## config.mk

```make
export PLATFORM = sky130hd
export DESIGN_NAME = vr_handshake_monitor
export DESIGN_NICKNAME = d
export VERILOG_FILES = /design/src/rtl/vr_handshake_monitor.sv
export SDC_FILE = /design/constraint.sdc
export NUM_CORES = 1
export LEC_CHECK = 0
export CELL_PAD_IN_SITES_DETAIL_PLACEMENT = 0
export CELL_PAD_IN_SITES_GLOBAL_PLACEMENT = 1
export CORE_MARGIN = 2
export CORE_UTILIZATION = 38
export DETAILED_ROUTE_END_ITERATION = 8
export GPL_ROUTABILITY_DRIVEN = 0
export PLACE_DENSITY_LB_ADDON = 0.1
export SKIP_CTS_REPAIR_TIMING = 1
export SYNTH_ARGS = -nofsm -noshare
export SYNTH_HDL_FRONTEND = slang
export SYNTH_SLANG_ARGS = --single-unit
```

## constraint.sdc

```tcl
create_clock -name clk_i -period 5.5 [get_ports clk_i]
set_clock_uncertainty 0.1 [all_clocks]
set_input_delay 1.1 -clock clk_i [delete_from_list [all_inputs] [get_ports clk_i]]
set_output_delay 1.1 -clock clk_i [all_outputs]
set_load 0.01 [all_outputs]
```

## src/rtl/vr_handshake_monitor.sv

```systemverilog
// Passive valid/ready protocol monitor: per-channel stall timeout, early valid drop and
// payload-instability detection, with sticky flags, a saturating event count and an irq pulse.
module vr_handshake_monitor #(
    parameter int NUM_CH   = 4,
    parameter int DATA_W   = 32,
    parameter int MAX_WAIT = 2,
    parameter int CNT_W    = 8
) (
    input  logic                     clk_i,
    input  logic                     rst_i,
    input  logic                     enable_i,
    input  logic                     clear_i,
    input  logic [NUM_CH-1:0]        valid_i,
    input  logic [NUM_CH-1:0]        ready_i,
    input  logic [NUM_CH*DATA_W-1:0] data_i,
    output logic [NUM_CH-1:0]        err_timeout_o,
    output logic [NUM_CH-1:0]        err_drop_o,
    output logic [NUM_CH-1:0]        err_unstable_o,
    output logic                     err_any_o,
    output logic [CNT_W-1:0]         err_count_o,
    output logic                     irq_o
);

    localparam int WAIT_W = $clog2(MAX_WAIT + 2);
    localparam int EV_W   = $clog2(3 * NUM_CH + 1);
    localparam int SUM_W  = ((CNT_W > EV_W) ? CNT_W : EV_W) + 1;
    localparam logic [WAIT_W-1:0] WAIT_LIMIT = WAIT_W'(MAX_WAIT + 1);
    localparam logic [CNT_W-1:0]  CNT_MAX    = '1;

    typedef enum logic [1:0] {
        S_IDLE,
        S_STALL,
        S_TIMEOUT
    } state_e;

    logic [NUM_CH-1:0] ev_timeout;
    logic [NUM_CH-1:0] ev_drop;
    logic [NUM_CH-1:0] ev_unstable;

    for (genvar g = 0; g < NUM_CH; g++) begin : g_ch
        state_e              state_q, state_d;
        logic [WAIT_W-1:0]   wait_q, wait_d;
        logic [DATA_W-1:0]   cap_q, cap_d;
        logic                unst_q, unst_d;
        logic [DATA_W-1:0]   payload;
        logic                to_ev, drop_ev, un_ev;

        assign payload = data_i[g*DATA_W +: DATA_W];

        always_ff @(posedge clk_i or posedge rst_i) begin
            if (rst_i) begin
                state_q <= S_IDLE;
                wait_q  <= '0;
                cap_q   <= '0;
                unst_q  <= 1'b0;
            end else begin
                state_q <= state_d;
                wait_q  <= wait_d;
                cap_q   <= cap_d;
                unst_q  <= unst_d;
            end
        end

        // unst_q limits the instability report to one per stall; payload is only judged while valid
        always_comb begin
            state_d = state_q;
            wait_d  = wait_q;
            cap_d   = cap_q;
            unst_d  = unst_q;
            to_ev   = 1'b0;
            drop_ev = 1'b0;
            un_ev   = 1'b0;
            if (!enable_i) begin
                state_d = S_IDLE;
                wait_d  = '0;
                unst_d  = 1'b0;
            end else begin
                if (state_q != S_IDLE && valid_i[g] && payload != cap_q && !unst_q) begin
                    un_ev  = 1'b1;
                    unst_d = 1'b1;
                end
                case (state_q)
                    S_IDLE: begin
                        if (valid_i[g] && !ready_i[g]) begin
                            state_d = S_STALL;
                            wait_d  = WAIT_W'(1);
                            cap_d   = payload;
                            unst_d  = 1'b0;
                        end
                    end
                    S_STALL: begin
                        if (!valid_i[g]) begin
                            drop_ev = 1'b1;
                            state_d = S_IDLE;
                            wait_d  = '0;
                        end else if (ready_i[g]) begin
                            state_d = S_IDLE;
                            wait_d  = '0;
                        end else begin
                            wait_d = wait_q + WAIT_W'(1);
                            if (wait_d == WAIT_LIMIT) begin
                                to_ev   = 1'b1;
                                state_d = S_TIMEOUT;
                            end
                        end
                    end
                    S_TIMEOUT: begin
                        if (!valid_i[g] || ready_i[g]) begin
                            state_d = S_IDLE;
                            wait_d  = '0;
                        end
                    end
                    default: begin
                        state_d = S_IDLE;
                        wait_d  = '0;
                    end
                endcase
            end
        end

        assign ev_timeout[g]  = to_ev;
        assign ev_drop[g]     = drop_ev;
        assign ev_unstable[g] = un_ev;
    end

    logic [NUM_CH-1:0] to_q, to_d;
    logic [NUM_CH-1:0] drop_q, drop_d;
    logic [NUM_CH-1:0] un_q, un_d;
    logic [CNT_W-1:0]  count_q, count_d;
    logic              irq_q, irq_d;
    logic [EV_W-1:0]   ev_total;
    logic [SUM_W-1:0]  base, sum;

    always_comb begin
        ev_total = '0;
        for (int i = 0; i < NUM_CH; i++) begin
            ev_total = ev_total + EV_W'(ev_timeout[i]) + EV_W'(ev_drop[i]) + EV_W'(ev_unstable[i]);
        end
    end

    // A clear in the same cycle as new events leaves exactly this cycle's events behind
    always_comb begin
        base    = clear_i ? '0 : SUM_W'(count_q);
        sum     = base + SUM_W'(ev_total);
        count_d = (sum > SUM_W'(CNT_MAX)) ? CNT_MAX : sum[CNT_W-1:0];
        to_d    = (clear_i ? '0 : to_q) | ev_timeout;
        drop_d  = (clear_i ? '0 : drop_q) | ev_drop;
        un_d    = (clear_i ? '0 : un_q) | ev_unstable;
        irq_d   = (ev_total != '0);
    end

    always_ff @(posedge clk_i or posedge rst_i) begin
        if (rst_i) begin
            to_q    <= '0;
            drop_q  <= '0;
            un_q    <= '0;
            count_q <= '0;
            irq_q   <= 1'b0;
        end else begin
            to_q    <= to_d;
            drop_q  <= drop_d;
            un_q    <= un_d;
            count_q <= count_d;
            irq_q   <= irq_d;
        end
    end

    assign err_timeout_o  = to_q;
    assign err_drop_o     = drop_q;
    assign err_unstable_o = un_q;
    assign err_any_o      = |{to_q, drop_q, un_q};
    assign err_count_o    = count_q;
    assign irq_o          = irq_q;

endmodule

```

==> metrics.cfg, run 1 <==
[yosys]
ys_seq_elements = 169
post_synth_fa_ha_maj_area_fraction_pct = 3.60
synth_most_common_cell = dfrtp_1
synth_top_family_by_area = multiplexers
yosysWarningCount = 0
synthesis.nets = 844
avgSynthCellArea_sq_um = 12.6
synth-compound-area-share_pct = 4.01
synth_common_cells = dfrtp_1, xor2_1, mux2_2
synthMuxAreaShare_pct = 18.0
synth_xor_area_share_pct = 13.8
netlist_area_sq_um = 8610
yosys.area.top_type_share_pct = 49.1
syn_inst = 684
synth.distinct_cells = 44
synth-edff-count = 0
ys_top_cells_by_area = dfrtp_1, xor2_1, mux2_2
synth_simple_gate_area_share_pct = 8.39
yosysTopAreaCell = dfrtp_1
synth_ff_type = dfrtp_1
async_reset_ff_share_pct = 100
synth-seq-area-share_pct = 49.1

[floorplanning]
initial_core_util_pct = 38.4
fp.dieArea_sq_um = 23900
die_y_microns = 155
num_io_pins = 162
fp-row-count = 55
design.core.area_sq_um = 22400
dieWidth_microns = 155

[timing]
fin_tns_setup_ns = -2.06
fin_crit_ns = 5.82
fmax_ghz = 0.172
grt_setup_unrepaired = yes
setup_violations = 8
slew_violations = 0
maxSlewHeadroom_pct = 31.6
period_share_pct = 106
hold_viol_final = 0
worst_pin_slew_ns = 1.03
setup_ws_ns = -0.317

[route]
ant_nets = 0
wirelength_microns = 18100
drtIter0Drc = 192
routed_via_density = 4.88
drtPass1Iterations = 4
vias = 5703
drcViolationCount = 0
routedWlPerCell_microns = 15.5

[cts]
cts_buffer_depth = 2
path_clk_slew_ns = 0.07
htreeDepth = 4
clkLatencyLatePin_ns = 0.42
cts_root_buf = clkbuf_16
cts_tree = yes
numCtsBuffers = 17
cts.sinks = 169

[global_routing]
grt_max_degree = 100
grt_usage_pct = 15.5
antenna_found_initial = 3
overflow = 0
grt_pass1_wl_microns = 29500
grt_pass1_vias = 6011

[setup_path]
critPathLaunchType = input pin
worst_path_most_repeated_cell = fa_1
slowest_delay_ns = 0.54
timing_worst_setup_path_type = in -> reg
critPathTopFamily = adder cells
critical_path_buf_inv_count = 3
end_kind = flop
cp_max_fo = 4
reg2reg_setup_slack_ns = 0.09
crit_required_ns = 5.75
slowest_stage = fa_1
cp_cell_sequence = dlymetal6s2s_1 > xor2_1 > nor4_2 > nand4_1 > nor2_4 > nor3_2 > fa_1 > inv_1 > fa_1 > fa_1 > fa_1 > inv_1 > ha_2 > fa_2 > ha_4 > a21o_1 > a21o_1 > a21oi_2 > or4_1 > nand4_1
cp.arrival_ns = 6.07

[power]
p_per_area_nw_per_um2 = 306
p_leak_nw = 5.24
peakVddDrop_uv = 160

[cells_and_area]
area_delta_synth_final_pct = 32.7
fin_util_pct = 50.9
drive_above_1_share_pct = 24.7
final_area_sq_um = 11400
final_nets = 1029

[placed_design]
dpl_cell_area_sq_um = 10700
place_ws_ns = -1.29
hpwlAfterDp_microns = 13200
port_buffers = 161

[run_status]
status = finished with violations
violations = setup timing

[worst_hold_path]
hold_class = reg -> reg

[job]
max_cap_violations = 0

final timing paths:
check / to / depth (start not counted) / from
worst max register to register: err_count_o[5] / 19 / g_ch[1].cap_q[22]
worst max-delay path: err_count_o[5] / 20 / data_i[54]
worst min register to register: g_ch[2].cap_q[10] / 1 / g_ch[2].cap_q[10]
max in group asynchronous: g_ch[3].cap_q[15] / 3 / rst_i
min in group asynchronous: g_ch[2].cap_q[16] / 2 / rst_i
worst min-delay path: g_ch[2].cap_q[10] / 1 / g_ch[2].cap_q[10]
metrics by stage:
step | power [mW] | instances | hold slack [ns]
after floorplan | 2.04 | 684 | 0.379
after global placement | 2.25 | 1133 | 0.390
final | 3.49 | 1168 | 0.409
after CTS | 3.54 | 1165 | 0.414
after detailed placement | 2.28 | 1133 | 0.397
after global routing | 3.68 | 1168 | 0.423
logic make-up after synthesis:
| logic type | count (synthesis) |
|---|---|
| buffers and inverters | 48 |
| AND/OR/NAND/NOR | 130 |
| adder cells (fa/ha/maj) | 20 |
| XOR/XNOR | 136 |
| flip-flops | 169 |
| AO/OA/AOI/OAI | 53 |
| multiplexers | 128 |
layout by cell type (no fill, tap or decap), drive strengths merged, types with 2 or more instances in the layout:
| cell type | n |
|---|---|
| nand2 | 16 |
| fa | 8 |
| a211oi | 5 |
| inv | 33 |
| or3 | 5 |
| nand3b | 2 |
| o21ai | 15 |
| ha | 12 |
| clkbuf | 24 |
| xor2 | 130 |
| a21boi | 2 |
| or4 | 3 |
| mux2 | 128 |
| nor2b | 8 |
| clkinv | 4 |
| clkdlybuf4s50 | 126 |
| nor4 | 40 |
| a31oi | 3 |
| a21o | 7 |
| bufinv | 2 |
| dlymetal6s2s | 29 |
| xnor2 | 6 |
| a21oi | 10 |
| dfrtp | 169 |
| o22a | 2 |
| or2 | 3 |
| nor2 | 21 |
| o211ai | 2 |
| nand2b | 7 |
| buf | 27 |
| nand3 | 4 |
| nand4 | 10 |
| nor3 | 9 |
| o311ai | 2 |
routing by layer:
layer	part of all wire, %	track usage [%]	routed length (microns)	vias up
met2	49	25.6	8920	115
met1	44	19.7	7970	2806
met3	5.7	5.24	1030	20
met5	0.072	0	13	-
li1	-	-	-	2760
met4	1.1	3.66	200	2
state kept, by name, indices dropped and copies added (netlist names):
| name | cells |
|---|---|
| err_count_o | 8 |
| err_drop_o | 4 |
| err_timeout_o | 4 |
| err_unstable_o | 4 |
| g_ch.cap_q | 128 |
| g_ch.state_q | 8 |
| g_ch.unst_q | 4 |
| g_ch.wait_q | 8 |
| irq_o | 1 |
where the power goes:
group          switching, mW  leakage, nW  internal, mW
combinational          0.250         2.86         0.416
clock                  0.537        0.297         0.697
sequential             0.140         2.08          1.45
worst reg2reg max path, stage by stage (launching register included):
cell and delay, ns:
dfrtp_1 0.39, xor2_1 0.18, nor4_2 0.30, nand4_1 0.20
nor2_4 0.16, nor3_2 0.07, fa_1 0.50, inv_1 0.05
fa_1 0.46, fa_1 0.52, fa_1 0.54, inv_1 0.04
ha_2 0.17, fa_2 0.47, ha_4 0.29, a21o_1 0.09
a21o_1 0.14, a21oi_2 0.08, or4_1 0.49, nand4_1 0.09
final cells by class:
class,count,area (sq um)
inverter,27,108
fill,1975,11000
clock buffer,19,443
multi-input combinational,467,4260
tap,285,357
clock inverter,13,158
sequential,169,4230
timing repair buffer,187,1870
antenna,1,2.50
(Power assumes the default switching activity.)
==> inputs of run 2 (changes only) <==
--- a/config.mk
+++ b/config.mk
@@ -7,12 +7,15 @@
 export LEC_CHECK = 0
 export CELL_PAD_IN_SITES_DETAIL_PLACEMENT = 0
 export CELL_PAD_IN_SITES_GLOBAL_PLACEMENT = 1
+export CORE_ASPECT_RATIO = 1.2
 export CORE_MARGIN = 2
 export CORE_UTILIZATION = 38
 export DETAILED_ROUTE_END_ITERATION = 8
 export GPL_ROUTABILITY_DRIVEN = 0
+export GPL_TIMING_DRIVEN = 0
 export PLACE_DENSITY_LB_ADDON = 0.1
 export SKIP_CTS_REPAIR_TIMING = 1
 export SYNTH_ARGS = -nofsm -noshare
 export SYNTH_HDL_FRONTEND = slang
 export SYNTH_SLANG_ARGS = --single-unit
+export TNS_END_PERCENT = 50
==> metrics.cfg, run 2 (synthesized netlist as in run 1, its figures left out) <==
[route]
routedWlPerCell_microns = 16.2
wirelength_microns = 18800
drtPass1Iterations = 4
vias = 5793
drtIter0Drc = 159
routed_via_density = 4.97
drcViolationCount = 0
ant_nets = 0

[cts]
cts_buffer_depth = 2
path_clk_slew_ns = 0.06
htreeDepth = 4
cts.sinks = 169
numCtsBuffers = 17
cts_root_buf = clkbuf_16
clkLatencyLatePin_ns = 0.42
cts_tree = yes

[cells_and_area]
layout_commonest_cell = dfrtp_1
final_nets = 1033
area_delta_synth_final_pct = 33.4
fillers = 1962
mostFrequentLayoutCells = dfrtp_1, xor2_1, clkdlybuf4s50_1
top_register = g_ch.cap_q
n_antenna_cell = 0
drive_above_1_share_pct = 24.4
largest_reg_flops = 128

[floorplanning]
initial_core_util_pct = 38.5
num_io_pins = 162
fp.dieArea_sq_um = 23900
design.core.area_sq_um = 22400
die_y_microns = 169
fp-row-count = 60
dieWidth_microns = 141

[timing]
fin_tns_setup_ns = -2.11
period_share_pct = 106
setup_ws_ns = -0.313
grt_setup_unrepaired = yes
slew_violations = 0
setup_violations = 8
fin_crit_ns = 5.81
fmax_ghz = 0.172
worst_pin_slew_ns = 0.644
maxSlewHeadroom_pct = 57.0
hold_viol_final = 0

[placed_design]
place_ws_ns = -1.39
hpwlAfterDp_microns = 14200
port_buffers = 160

[setup_path]
end_kind = flop
timing_worst_setup_path_type = in -> reg
cp_max_fo = 4
critPathLaunchType = input pin
crit_required_ns = 5.75
cp.arrival_ns = 6.07

[global_routing]
grt_max_degree = 42
grt_pass1_vias = 6252
antenna_found_initial = 0
grt_pass1_wl_microns = 30900
overflow = 0
grt_usage_pct = 16.3

[job]
max_cap_violations = 0

[power]
peakVddDrop_uv = 215
p_leak_nw = 5.23
p_per_area_nw_per_um2 = 301

[worst_hold_path]
hold_class = reg -> reg

[run_status]
violations = setup timing
status = finished with violations

[run 2: cell count changes in the layout (fill, tap and decap cells not counted), moves of 2 or more]
cell,before,now
buf_12,1,7
buf_2,0,9
buf_4,25,7
buf_6,1,4
clkbuf_1,1,9
dlymetal6s2s_1,29,27
nor4_1,32,34
nor4_2,8,5
[run 2: power by group]
part | total (mW) | switching, mW | internal, mW
combinational | 0.677 | 0.256 | 0.421
sequential | 1.59 | 0.141 | 1.45
clock | 1.18 | 0.531 | 0.653
total | 3.45 | 0.928 | 2.53
[run 2: final timing paths]
kind                                        start           endpoint  slack, ns  depth (start not counted)
min in group asynchronous                   rst_i   g_ch[1].cap_q[2]       1.01                          2
worst max-delay path                   data_i[44]     err_count_o[5]      -0.31                         20
worst max register to register  g_ch[1].cap_q[14]     err_count_o[5]       0.07                         19
worst min register to register  g_ch[2].cap_q[11]  g_ch[2].cap_q[11]       0.41                          1
max in group asynchronous                   rst_i     err_count_o[3]       3.37                          4
worst min-delay path            g_ch[2].cap_q[11]  g_ch[2].cap_q[11]       0.41                          1
[run 2: cell type report]
type                            instances  area, sq um  area share [%]
Multi-Input combinational cell        467         4290            37.4
Sequential cell                       169         4230            36.8
Timing Repair Buffer                  170         1770            15.5
Clock buffer                           20          447            3.89
Tap cell                              279          349            3.04
Buffer                                 21          154            1.34
Clock inverter                         12          131            1.14
Inverter                               27          108           0.937
[run 2: per-stage QoR]
| step | hold slack (ns) | total power [mW] | util (%) | cells | cell area (sq um) |
|---|---|---|---|---|---|
| after detailed placement | 0.401 | 2.29 | 47.7 | 1127 | 10700 |
| final | 0.414 | 3.45 | 51.3 | 1165 | 11500 |
| after floorplan | 0.379 | 2.04 | - | 684 | 8650 |
| after global placement | 0.389 | 2.24 | 47.4 | 1123 | 10600 |
| after CTS | 0.418 | 3.50 | 50.3 | 1159 | 11300 |
| after global routing | 0.429 | 3.65 | 51.3 | 1165 | 11500 |
[run 2: per-layer routing]
layer / vias to the layer above / global-route usage (%) / share of wire [%] / routed length [microns]
met3: 23 / 3.48 / 4.7 / 894
li1: 2782 / - / - / -
met5: - / 0 / 0 / 0
met1: 2852 / 20.1 / 43 / 8170
met4: 0 / 6.17 / 2.0 / 376
met2: 136 / 28.0 / 50 / 9400
[run 2: critical path: stages]
cell,delay [ns]
buf_6,0.09
xor2_1,0.16
nor4_2,0.32
nand4_1,0.23
nor2_4,0.21
nor3_4,0.05
fa_1,0.48
inv_1,0.05
fa_1,0.49
fa_1,0.44
fa_1,0.55
inv_1,0.05
ha_2,0.18
fa_2,0.47
ha_4,0.29
a21o_1,0.09
a21o_1,0.17
a21oi_4,0.08
or4_1,0.47
nand4_1,0.08
